==> config.mk <==
export PLATFORM = sky130hd
export DESIGN_NAME = ps2_frame_gen
export DESIGN_NICKNAME = d
export VERILOG_FILES = /design/src/rtl/ps2_pkg.sv /design/src/rtl/ps2_fifo.sv /design/src/rtl/ps2_frame_gen.sv
export SDC_FILE = /design/constraint.sdc
export NUM_CORES = 1
export LEC_CHECK = 0
export BUFFER_PORTS_ARGS = -buffer_cell sky130_fd_sc_hd__buf_2
export CORE_ASPECT_RATIO = 1.4
export CORE_MARGIN = 4
export CORE_UTILIZATION = 25
export DETAILED_ROUTE_END_ITERATION = 8
export SLEW_MARGIN = 20
export SYNTH_ARGS = -nofsm -noshare
export SYNTH_HDL_FRONTEND = slang
export SYNTH_SLANG_ARGS = --single-unit
==> constraint.sdc <==
create_clock -name CLK -period 3.3 [get_ports CLK]
set_input_delay 0.33 -clock CLK [delete_from_list [all_inputs] [get_ports CLK]]
set_output_delay 0.33 -clock CLK [all_outputs]
set_load 0.01 [all_outputs]
==> src/rtl/ps2_pkg.sv <==
// Shared types, constants and frame helpers for the PS/2 device-side
// frame generator.
package ps2_pkg;

  typedef enum logic [2:0] {
    IDLE,
    LOAD,
    PREFIX,
    SHIFT,
    GAP
  } state_t;

  localparam logic [7:0] PS2_BREAK_CODE = 8'hF0;
  localparam int PS2_FRAME_BITS = 11;

  function automatic logic ps2_parity(
    input logic [7:0] d,
    input logic       odd
  );
    return odd ? ~^d : ^d;
  endfunction

  // Bit 0 leaves the wire first: start, d[0]..d[7], parity, stop.
  function automatic logic [10:0] ps2_frame(
    input logic [7:0] d,
    input logic       odd
  );
    return {1'b1, ps2_parity(d, odd), d, 1'b0};
  endfunction

endpackage

==> src/rtl/ps2_fifo.sv <==
// Small synchronous FIFO holding {break, scan code} entries.
// FULL and COUNT are registered; a push while full is dropped.
module ps2_fifo #(
  parameter int DEPTH = 4,
  parameter int WIDTH = 9
) (
  input  logic                   clk,
  input  logic                   rst,
  input  logic                   wr_en,
  input  logic [WIDTH-1:0]       wr_data,
  input  logic                   rd_en,
  output logic [WIDTH-1:0]       rd_data,
  output logic                   full,
  output logic [$clog2(DEPTH):0] count
);

  localparam int AW = $clog2(DEPTH);
  localparam int CW = AW + 1;

  logic [WIDTH-1:0] mem [DEPTH];
  logic [AW-1:0]    wr_ptr;
  logic [AW-1:0]    rd_ptr;
  logic [CW-1:0]    count_d;
  logic             push;
  logic             pop;

  assign push    = wr_en && !full;
  assign pop     = rd_en && (count != '0);
  assign count_d = count + CW'(push) - CW'(pop);
  assign rd_data = mem[rd_ptr];

  always_ff @(posedge clk) begin
    if (rst) begin
      wr_ptr <= '0;
      rd_ptr <= '0;
      count  <= '0;
      full   <= 1'b0;
    end else begin
      if (push) wr_ptr <= wr_ptr + AW'(1);
      if (pop)  rd_ptr <= rd_ptr + AW'(1);
      count <= count_d;
      full  <= (count_d == CW'(DEPTH));
    end
  end

  always_ff @(posedge clk) begin
    if (push) mem[wr_ptr] <= wr_data;
  end

endmodule

==> src/rtl/ps2_frame_gen.sv <==
// PS/2 device-side frame generator: queues scan codes and serialises
// them as 11-bit frames, prefixing break entries with F0.
module ps2_frame_gen
  import ps2_pkg::*;
#(
  parameter int HALF_PERIOD = 8,
  parameter int DEPTH       = 4,
  parameter int PARITY_ODD  = 1,
  parameter int GAP_CYCLES  = 16
) (
  input  logic                   CLK,
  input  logic                   RST,
  input  logic                   WR_EN,
  input  logic [7:0]             WR_DATA,
  input  logic                   WR_BREAK,
  output logic                   FULL,
  output logic [$clog2(DEPTH):0] COUNT,
  output logic                   OVF,
  output logic                   DATA,
  output logic                   PS2CLK,
  output logic                   BUSY,
  output logic                   FRAME_DONE
);

  localparam logic [8:0]  HP9       = 9'(HALF_PERIOD);
  localparam logic [8:0]  SLOT_LAST = 9'(2 * HALF_PERIOD - 1);
  localparam logic [15:0] GAP_LAST  = 16'(GAP_CYCLES - 1);
  localparam logic [3:0]  BIT_LAST  = 4'(PS2_FRAME_BITS - 1);
  localparam logic        PODD      = (PARITY_ODD != 0);

  state_t      state;
  state_t      state_d;
  logic        pop;
  logic [8:0]  fifo_q;
  logic [8:0]  ent_q;
  logic [10:0] sr;
  logic [8:0]  scnt;
  logic [3:0]  bidx;
  logic [15:0] gcnt;
  logic        aft_pfx;
  logic        done_q;
  logic        sending;
  logic        slot_end;
  logic        frame_end;
  logic        load;

  ps2_fifo #(
    .DEPTH (DEPTH),
    .WIDTH (9)
  ) u_fifo (
    .clk     (CLK),
    .rst     (RST),
    .wr_en   (WR_EN),
    .wr_data ({WR_BREAK, WR_DATA}),
    .rd_en   (pop),
    .rd_data (fifo_q),
    .full    (FULL),
    .count   (COUNT)
  );

  assign sending   = (state == SHIFT) || (state == PREFIX);
  assign slot_end  = (scnt == SLOT_LAST);
  assign frame_end = slot_end && (bidx == BIT_LAST);

  always_comb begin
    state_d = state;
    pop     = 1'b0;
    unique case (state)
      IDLE: begin
        if (COUNT != '0) begin
          pop     = 1'b1;
          state_d = LOAD;
        end
      end
      LOAD: state_d = ent_q[8] ? PREFIX : SHIFT;
      PREFIX: begin
        if (frame_end)
          state_d = (GAP_CYCLES == 0) ? SHIFT : GAP;
      end
      SHIFT: begin
        if (frame_end)
          state_d = (GAP_CYCLES == 0) ? IDLE : GAP;
      end
      GAP: begin
        if (gcnt == GAP_LAST)
          state_d = aft_pfx ? SHIFT : IDLE;
      end
      default: state_d = IDLE;
    endcase
  end

  always_ff @(posedge CLK) begin
    if (RST) state <= IDLE;
    else     state <= state_d;
  end

  // A new frame starts whenever a sending state is freshly entered.
  assign load = (state_d == SHIFT || state_d == PREFIX)
                && (state_d != state);

  always_ff @(posedge CLK) begin
    if (RST) begin
      ent_q   <= '0;
      sr      <= '1;
      scnt    <= '0;
      bidx    <= '0;
      gcnt    <= '0;
      aft_pfx <= 1'b0;
      done_q  <= 1'b0;
    end else begin
      done_q <= sending && frame_end;
      if (pop) ent_q <= fifo_q;
      if (load) begin
        sr   <= ps2_frame(state_d == PREFIX ? PS2_BREAK_CODE
                                            : ent_q[7:0], PODD);
        scnt <= '0;
        bidx <= '0;
      end else if (sending) begin
        scnt <= slot_end ? 9'd0 : scnt + 9'd1;
        if (slot_end) begin
          sr   <= {1'b1, sr[10:1]};
          bidx <= bidx + 4'd1;
        end
      end
      gcnt <= (state == GAP) ? gcnt + 16'd1 : 16'd0;
      if (state == PREFIX)     aft_pfx <= 1'b1;
      else if (state == SHIFT) aft_pfx <= 1'b0;
    end
  end

  assign DATA       = sending ? sr[0] : 1'b1;
  assign PS2CLK     = sending ? (scnt < HP9) : 1'b1;
  assign BUSY       = (state != IDLE);
  assign FRAME_DONE = done_q;
  assign OVF        = WR_EN && FULL;

endmodule
# Word level (Yosys, flattened, before mapping)
# Memories as Yosys holds them, arrays and structs flattened. A register that Yosys moved wholly into a read port is not among the register bits.
# Cells that the tools add are included.
dict set report word_totals {
  out_inout_bits 9
  ff_bits 52
  elab_cells 72
  input_bits 12
  ramBits 36
  n_memories 1
}
dict set report op_classes {
  mux 19
  n_eq_ne 11
  reduce_logical 21
  bitwise 1
  n_addsub 7
  order_cmp 1
}
# memory depth word_bits rd rd_clocked_by_memory_dff wr line
set mem_list {}
lappend mem_list {u_fifo.mem 4 9 1 1 1 ps2_fifo.sv:20} ;# logic [WIDTH-1:0] mem [DEPTH];
# operator count
set ops {}
lappend ops {{2-to-1 mux 10 bit} 3}
lappend ops {{adder 16 x 1 -> 16 bit, second input constant} 1}
lappend ops {{== test 16 x 4 -> 1 bit, second input constant} 1}
lappend ops {{== test 3 x 2 -> 1 bit, second input constant} 4}
lappend ops {{case mux 3 bit (4 select lines)} 1}
lappend ops {{adder 9 x 1 -> 9 bit, second input constant} 1}
lappend ops {{== test 9 x 4 -> 1 bit, second input constant} 1}
lappend ops {{less-than comparator 9 x 4 -> 1 bit, second input constant} 1}
lappend ops {{2-to-1 mux 1 bit} 9}
lappend ops {{2-to-1 mux 3 bit} 3}
lappend ops {{2-to-1 mux 9 bit} 1}
lappend ops {{2-to-1 mux 8 bit} 1}
lappend ops {{XNOR reduction 8 bit} 1}
lappend ops {{== test 3 bit, second input constant} 2}
lappend ops {{logical AND 1 bit} 6}
lappend ops {{nonzero test 2 bit} 3}
lappend ops {{nonzero test 3 bit} 2}
lappend ops {{OR reduction 2 bit} 3}
lappend ops {{adder 2 x 1 -> 2 bit, second input constant} 2}
lappend ops {{adder 4 x 1 -> 4 bit, second input constant} 1}
lappend ops {{== test 4 bit, second input constant} 1}
lappend ops {{AND reduction 2 bit} 2}
lappend ops {{adder 3 x 1 -> 3 bit} 1}
lappend ops {{== test 3 x 1 -> 1 bit, second input constant} 1}
lappend ops {{7 further kinds} 8}

# Depth between registers and ports, before layout
# Gate-level depths: netlist of the first run.
dict set report depth {
  depth_word 9
  ltp_mapped 14
  depth_no_buf 11
}

# Hierarchy
# A second synthesis of the first run with hierarchy kept.
dict set report hier_totals {
  cells_unflattened 367
  area_unflattened_um2 4281.6
}
# mod seq_area_each_um2 n_inst cells_each area_per_inst_um2
set modules_own_cells {}
lappend modules_own_cells {ps2_frame_gen 1061.0 1 273 2482.4}
lappend modules_own_cells {ps2_fifo 1281.2 1 94 1799.2}

# Worst setup path after synthesis of the first run
# OpenSTA, ideal clock, no wires.
dict set report synth_timing {
  path_type {register to register}
  start {register state[2]}
  end {register u_fifo.full}
  arrival_ns 2.970
  required_ns 3.204
  n_path_buf 3
  path_stages_with_launch 15
  setup_ns 0.096
  path_slack_ns 0.234
  synth_period_minus_slack_ns 3.066
  path_cell_list {dfxtp_1 > clkbuf_1 > or3_1 > or2_2 > clkbuf_1 > inv_1 > buf_2 > ha_1 > inv_1 > ha_1 > inv_1 > fa_1 > xor2_1 > xnor2_1 > nor4b_1}
}
dict set report synth_between {
  elab_chain_len 5
}
# element line
set synth_lines {}
lappend synth_lines {{start: declaration} ps2_frame_gen.sv:31} ;# state_t state;
lappend synth_lines {{start signal: assignment} ps2_frame_gen.sv:94} ;# else state <= state_d;
lappend synth_lines {{zero test 3 bit} ps2_frame_gen.sv:68} ;# unique case (state)
lappend synth_lines {{2-to-1 mux 1 bit} ps2_frame_gen.sv:68}
lappend synth_lines {{named net pop} ps2_frame_gen.sv:33} ;# logic pop;
lappend synth_lines {{logical AND 1 bit} ps2_fifo.sv:28} ;# assign pop = rd_en && (count != '0);
lappend synth_lines {{subtractor 3 x 1 -> 3 bit} ps2_fifo.sv:29} ;# assign count_d = count + CW'(push) - CW'(pop);
lappend synth_lines {{== test 3 bit} ps2_fifo.sv:42} ;# full <= (count_d == CW'(DEPTH));
lappend synth_lines {{end signal: assignment} ps2_fifo.sv:42}
lappend synth_lines {{end: declaration} ps2_fifo.sv:13} ;# output logic full,
# The timed path passes the listed nets, and every way through them passes these cells.
# A chain may end at the register's enable or synchronous reset.

# Worst setup path after layout of the first run
dict set report layout_timing {
  start {register state[2]}
  end {register u_fifo.full}
}
dict set report layout_between {
  elab_chain_len 5
}
# element line
set layout_lines {}
lappend layout_lines {{zero test 3 bit} ps2_frame_gen.sv:68}
lappend layout_lines {{2-to-1 mux 1 bit} ps2_frame_gen.sv:68}
lappend layout_lines {{logical AND 1 bit} ps2_fifo.sv:28}
lappend layout_lines {{subtractor 3 x 1 -> 3 bit} ps2_fifo.sv:29}
lappend layout_lines {{== test 3 bit} ps2_fifo.sv:42}
# No other way between the ends.

==> results of run 1 <==
==> synth_stat cells (5+ instances only) <==
master,n,area share [%]
inv_1,9,0.83
ha_1,10,3.1
dfxtp_1,61,30
clkbuf_1,15,1.4
nor2_1,44,4.1
xnor2_1,15,3.2
nand3_1,11,1.4
mux4_2,9,5.0
xor2_1,20,4.3
and2_1,5,0.77
nand2_1,32,3.0
nand2b_1,7,1.1
a21oi_1,14,1.7
and3_1,5,0.77
edfxtp_1,36,27
nor3_1,6,0.74
==> layer usage <==
metal	global-route usage, %	vias up	share of wire [%]
li1	-	1280	-
met1	9.62	1217	42
met2	15.3	28	52
met3	2.17	14	2.7
met4	4.49	0	2.6
met5	0	-	0
==> logic make-up after synthesis <==
| group | Yosys count | share of synthesized area (%) |
|---|---|---|
| DFF | 97 | 56.7 |
| and+or+nand+nor | 134 | 16.6 |
| AOI/OAI and AO/OA | 36 | 5.76 |
| buffers and inverters | 27 | 2.71 |
| adders and majority gates | 11 | 3.58 |
| muxes | 17 | 7.09 |
| xor gates and xnor gates | 35 | 7.55 |
==> cell type report <==
class                           count  area [µm²]  area share [%]
Sequential cell                    97        2300            49.3
Clock inverter                      7        90.1            1.93
Timing Repair Buffer               23         123            2.63
Inverter                            9        33.8           0.724
Multi-Input combinational cell    233        1650            35.3
Clock buffer                        9         225            4.83
Tap cell                          196         245            5.26
==> flip-flops by register name, indices dropped and copies added (netlist names), 2 cells and up <==
signal / flops
state: 3
scnt: 9
u_fifo.wr_ptr: 2
u_fifo.mem: 36
sr: 10
gcnt: 16
u_fifo.rd_ptr: 2
bidx: 4
ent_q: 9
u_fifo.count: 3
==> critical path, delay by kind of cell, from the launching register on <==
| family | cells | cell delay, ns |
|---|---|---|
| simple gates | 3 | 1.04 |
| fa+ha+maj | 3 | 0.71 |
| flops | 1 | 0.37 |
| xor+xnor | 2 | 0.32 |
| buf+inv | 3 | 0.21 |
==> per-stage QoR <==
| step | cell area, µm² | instances | power [mW] | setup slack, ns | hold WS, ns |
|---|---|---|---|---|---|
| 3_3_place_gp | 4350 | 558 | 2.45 | 0.649 | 0.457 |
| 5_1_grt | 4670 | 574 | 3.77 | 0.340 | 0.190 |
| 4_1_cts | 4670 | 574 | 3.60 | 0.510 | 0.185 |
| 6_report | 4670 | 574 | 3.54 | 0.540 | 0.195 |
| 3_5_place_dp | 4350 | 558 | 2.49 | 0.519 | 0.462 |
| 2_1_floorplan | 4060 | 357 | 2.25 | 0.234 | 0.429 |
==> worst max-delay path by stage <==
stage	startpoint	end	slack [ns]
final	state[2]	u_fifo.full	0.54
after global routing	state[2]	u_fifo.full	0.34
after CTS	state[2]	u_fifo.full	0.51
after detailed placement	state[2]	u_fifo.full	0.52
after global placement	state[2]	u_fifo.full	0.65
after floorplan	state[2]	u_fifo.full	0.23
==> power breakdown <==
part	switching, mW	internal (mW)	leakage (nW)
Combinational	0.457	0.422	0.646
Clock	0.487	0.610	0.156
Sequential	0.148	1.41	0.827
Total	1.09	2.44	1.63
==> flow_summary.toml, run 1 <==
[run_status]
status = "completed"

[synth]
netlist_area_um2 = 4060
syn_area_per_cell_um2 = 11.4
ys.flop_type = "dfxtp_1"
synth_cells = 357
synth_cell_types = 47
synth_edf_count = 36
yosys_warnings = 0
synthArstFlopShare_pct = 0
yosysSeqAreaShare_pct = 56.7
syn_nets = 380
synth_seq_cells = 97

[sta]
worst_pin_slew_ns = 0.744
slew_violations = 0
period_needed_ns = 2.76
rsz0062_at_grt = "false"
finalHoldViolCount = 0
relSlewSlack_pct = 50.0
finalClockSkew_ns = 0.00848
max_freq_ghz = 0.362
setup_viol = 0
finalCritPeriodShare_pct = 83.6
tns_ns = 0

[clocking]
clock-sinks = 97
clockBufferDepth = 2
cts_tree = "built"
htreeDepth = 3
cts-root-buf = "clkbuf_16"
cts-resized-gates = 0
cts_hold_buf = 0
insertion_delay_ns = 0.35
cts_setup_buffers = 0
cts_buffers = 9
clkTransAtPathRegs_ns = 0.07

[floorplan]
die_h_um = 159
die_area_um2 = 18400
coreArea_um2 = 15700
rows = 54
die_x_um = 116
start_util_pct = 25.8
pin_count = 21

[setup_path]
cp.required_ns = 3.55
crit_chain = "or3_1, or2_2, inv_1, ha_1, inv_1, ha_1, inv_1, fa_1, xor2_1, xnor2_1, nor4b_1"
worstPathArrival_ns = 3.01
worst-path-max-fanout = 10
worst_r2r_startpoint = "state[2]"
crit_top_cell = "inv_1"
max_stage_delay_ns = 0.41
reg2reg_to = "u_fifo.full"
cp_slowest_cell = "or3_1"
worst_setup_path_start_kind = "register"
r2r_slack_ns = 0.54
worstSetupEndpointType = "register"
crit_type = "register to register"
worstRegToRegCells = 11

[global_routing]
grt_pass1_vias = 2652
grt_max_degree = 37
grt_usage_pct = 8.76
grt-ovfl-total = 0
grt_pass1_wl_mm = 12.7
antenna_found_initial = 0

[final_layout]
fin_util_pct = 29.6
antenna_cells = 0
syn2layout_area_growth_pct = 15.0
drive_gt1_share_pct = 15.3
fin_nets = 396
final_cell_mix = "61 x dfxtp_1, 44 x nor2_1, 36 x edfxtp_1"
fill_cells = 1583
layout.cells.most_common = "dfxtp_1"

[pwr]
leakagePower_nw = 1.63
powerDensity_nw_per_um2 = 758
peakVddDrop_uv = 331

[placed_design]
dp_hpwl_mm = 5.29
io_buffers = 20
gp_congestion = 0.749

[min_path]
hold_path_depth = 1
hp-start = "WR_DATA[2]"
holdPathEnd = "u_fifo.mem[3][2]"
min_path_type = "input pin to register"

[route]
vias = 2539
ant_nets = 0
wirelength_mm = 7.49
drt_pass1_iterations = 4
wire_per_inst_um = 13.0
first_iter_violations = 85
drc = 0
via_per_inst = 4.42

[job]
drv_cap = 0
(Power assumes the default switching activity.)
==> run 2, diff against run 1 <==
--- a/config.mk
+++ b/config.mk
@@ -5,6 +5,7 @@
 export SDC_FILE = /design/constraint.sdc
 export NUM_CORES = 1
 export LEC_CHECK = 0
+export ABC_AREA = 1
 export BUFFER_PORTS_ARGS = -buffer_cell sky130_fd_sc_hd__buf_2
 export CORE_ASPECT_RATIO = 1.4
 export CORE_MARGIN = 4
==> constraint.sdc (replaced) <==
create_clock -name CLK -period 2.8 [get_ports CLK]
set_input_delay 0.28 -clock CLK [delete_from_list [all_inputs] [get_ports CLK]]
set_output_delay 0.28 -clock CLK [all_outputs]
set_load 0.01 [all_outputs]
==> flow_summary.toml, run 2 <==
[sta]
worst_pin_slew_ns = 0.518
rsz0062_at_grt = "false"
finalCritPeriodShare_pct = 74.0
slew_violations = 0
max_freq_ghz = 0.483
setup_viol = 0
relSlewSlack_pct = 65.4
finalHoldViolCount = 0
finalClockSkew_ns = 0.0103
holdWs_ns = 0.150
fin_ws_ns = 0.727
tns_ns = 0
period_needed_ns = 2.07

[final_layout]
multi_input_area_um2 = 1680
regMostFlops = "u_fifo.mem"
syn2layout_area_growth_pct = 14.9
antenna_cells = 0
drive_gt1_share_pct = 13.2
largest_reg_flops = 36
fill_cells = 1796
reg_top3 = "u_fifo.mem: 36 flops, gcnt: 16 flops, sr: 10 flops"
register_area_um2 = 2300
layout.cells.most_common = "nor2_1"
fin_nets = 550
final_cell_mix = "82 x nor2_1, 72 x nand2_1, 64 x inv_1"

[floorplan]
coreArea_um2 = 16800
pin_count = 21
die_h_um = 163
die_area_um2 = 19400
rows = 56
die_x_um = 119
start_util_pct = 25.6

[route]
vias = 3187
via_per_inst = 4.34
first_iter_violations = 149
drc = 0
ant_nets = 0
wirelength_mm = 8.08
drt_pass1_iterations = 4
wire_per_inst_um = 11.0

[global_routing]
grt_usage_pct = 8.71
grtUsageMet2_pct = 15.7
antenna_found_initial = 0
grt_pass1_wl_mm = 13.7
use_met1_pct = 9.76
grt-ovfl-total = 0
use_met3_pct = 2.01
grt.busiest_layer = "met2"
grt_pass1_vias = 3022
grt_max_degree = 22

[placed_design]
gp_congestion = 0.744
pre_cts_slack_ns = 0.700
io_buffers = 20
dp_hpwl_mm = 5.88

[clocking]
cts_setup_buffers = 0
cts-resized-gates = 0
cts_buffers = 9
clock-sinks = 97
clkTransAtPathRegs_ns = 0.06
cts_tree = "built"
cts_hold_buf = 0
insertion_delay_ns = 0.35
clockBufferDepth = 2
htreeDepth = 3
cts-root-buf = "clkbuf_16"

[run_status]
status = "completed"

[min_path]
min_path_type = "input pin to register"
hp-start = "WR_DATA[0]"

[setup_path]
worst_r2r_startpoint = "scnt[0]"
cp.required_ns = 3.04
worstPathArrival_ns = 2.31
crit_type = "register to register"
worst-path-max-fanout = 13
cp-startpoint = "scnt[0]"
worstSetupEndpointType = "register"
worst_setup_path_start_kind = "register"

[synth]
synth_area_leaders = "dfxtp_1 28%, edfxtp_1 25%, nor2_1 7.2%"
synth_seq_cells = 97
synth_top_area_share_pct = 28.4
syn_nets = 525
synth_edf_count = 36
synth_common_cells = "82 x nor2_1, 72 x nand2_1, 64 x inv_1"
ys.flop_type = "dfxtp_1"
yosys_warnings = 0
yosysSeqAreaShare_pct = 53.5
netlist_area_um2 = 4300
synth.most_common_cell = "nor2_1"
synth_cell_types = 41
synth_cells = 502
yosysTopAreaCell = "dfxtp_1"
syn_area_per_cell_um2 = 8.57
synthArstFlopShare_pct = 0

[pwr]
fin_total_pwr_mw = 4.27
peakVddDrop_uv = 421
powerDensity_nw_per_um2 = 863
leakagePower_nw = 1.98

[job]
drv_cap = 0
run 2: cell types whose count changed after synthesis, moves of 7 or more:
cell	change
mux4_2	-9
nand2b_1	-7
nor2_1	+38
a31oi_1	+14
a21oi_1	+7
nand2_1	+40
inv_1	+55
o21ai_0	+45
xor2_1	-16
xnor2_1	-12
run 2: path summary, 6_finish.rpt:
check	slack [ns]	depth (start not counted)	to
min reg2reg	0.45	1	gcnt[0]
min	0.15	1	u_fifo.mem[3][0]
max reg2reg	0.73	12	sr[9]
max	0.73	12	sr[9]
run 2: cells by family (layout without fill, tap and decap cells):
| family | count (synthesis) | count (layout) | share of synthesized area, % |
|---|---|---|---|
| buffers and inverters | 83 | 113 | 7.56 |
| XOR/XNOR | 7 | 7 | 1.42 |
| flip-flops | 97 | 97 | 53.5 |
| AND/OR/NAND/NOR | 205 | 205 | 20.9 |
| adder cells (fa/ha/maj) | 11 | 11 | 3.37 |
| AO/OA/AOI/OAI | 99 | 99 | 13.3 |
run 2: stage by stage:
step                utilization (%)  std cells  cell area (µm²)
floorplan                         -        502             4300
CTS                            29.4        735             4950
finish                         29.4        735             4950
global placement               27.7        719             4650
detailed placement             27.7        719             4650
global route                   29.4        735             4950
run 2: critical path, cell delays in order, from the launching register on:
cell	delay [ns]
dfxtp_1	0.37
ha_1	0.20
nand2_1	0.08
nor2_2	0.12
inv_1	0.06
nor2_1	0.15
inv_2	0.06
nor2_2	0.41
nor2_2	0.13
inv_1	0.19
o21ai_0	0.10
inv_1	0.06
nand2_1	0.04
run 2: report_power, final:
part,internal (mW),switching (mW),total (mW)
Clock,0.691,0.536,1.23
Combinational,0.451,0.819,1.27
Sequential,1.66,0.114,1.77
Total,2.80,1.47,4.27
run 2: cell type report:
class                   count  area share (%)
inverters                  69            5.24
well taps                 203            5.14
repair buffers             28            3.24
flip-flops and latches     97            46.5
multi-input cells         322            33.9
clock buffers               9            4.55
clock inverters             7            1.42
run 2: per-layer routing:
metal	routed length (µm)	vias to the layer above	share of wire, %
met5	0	-	0
met1	3600	1449	45
met3	179	15	2.2
li1	-	1698	-
met2	4120	25	51
met4	179	0	2.2
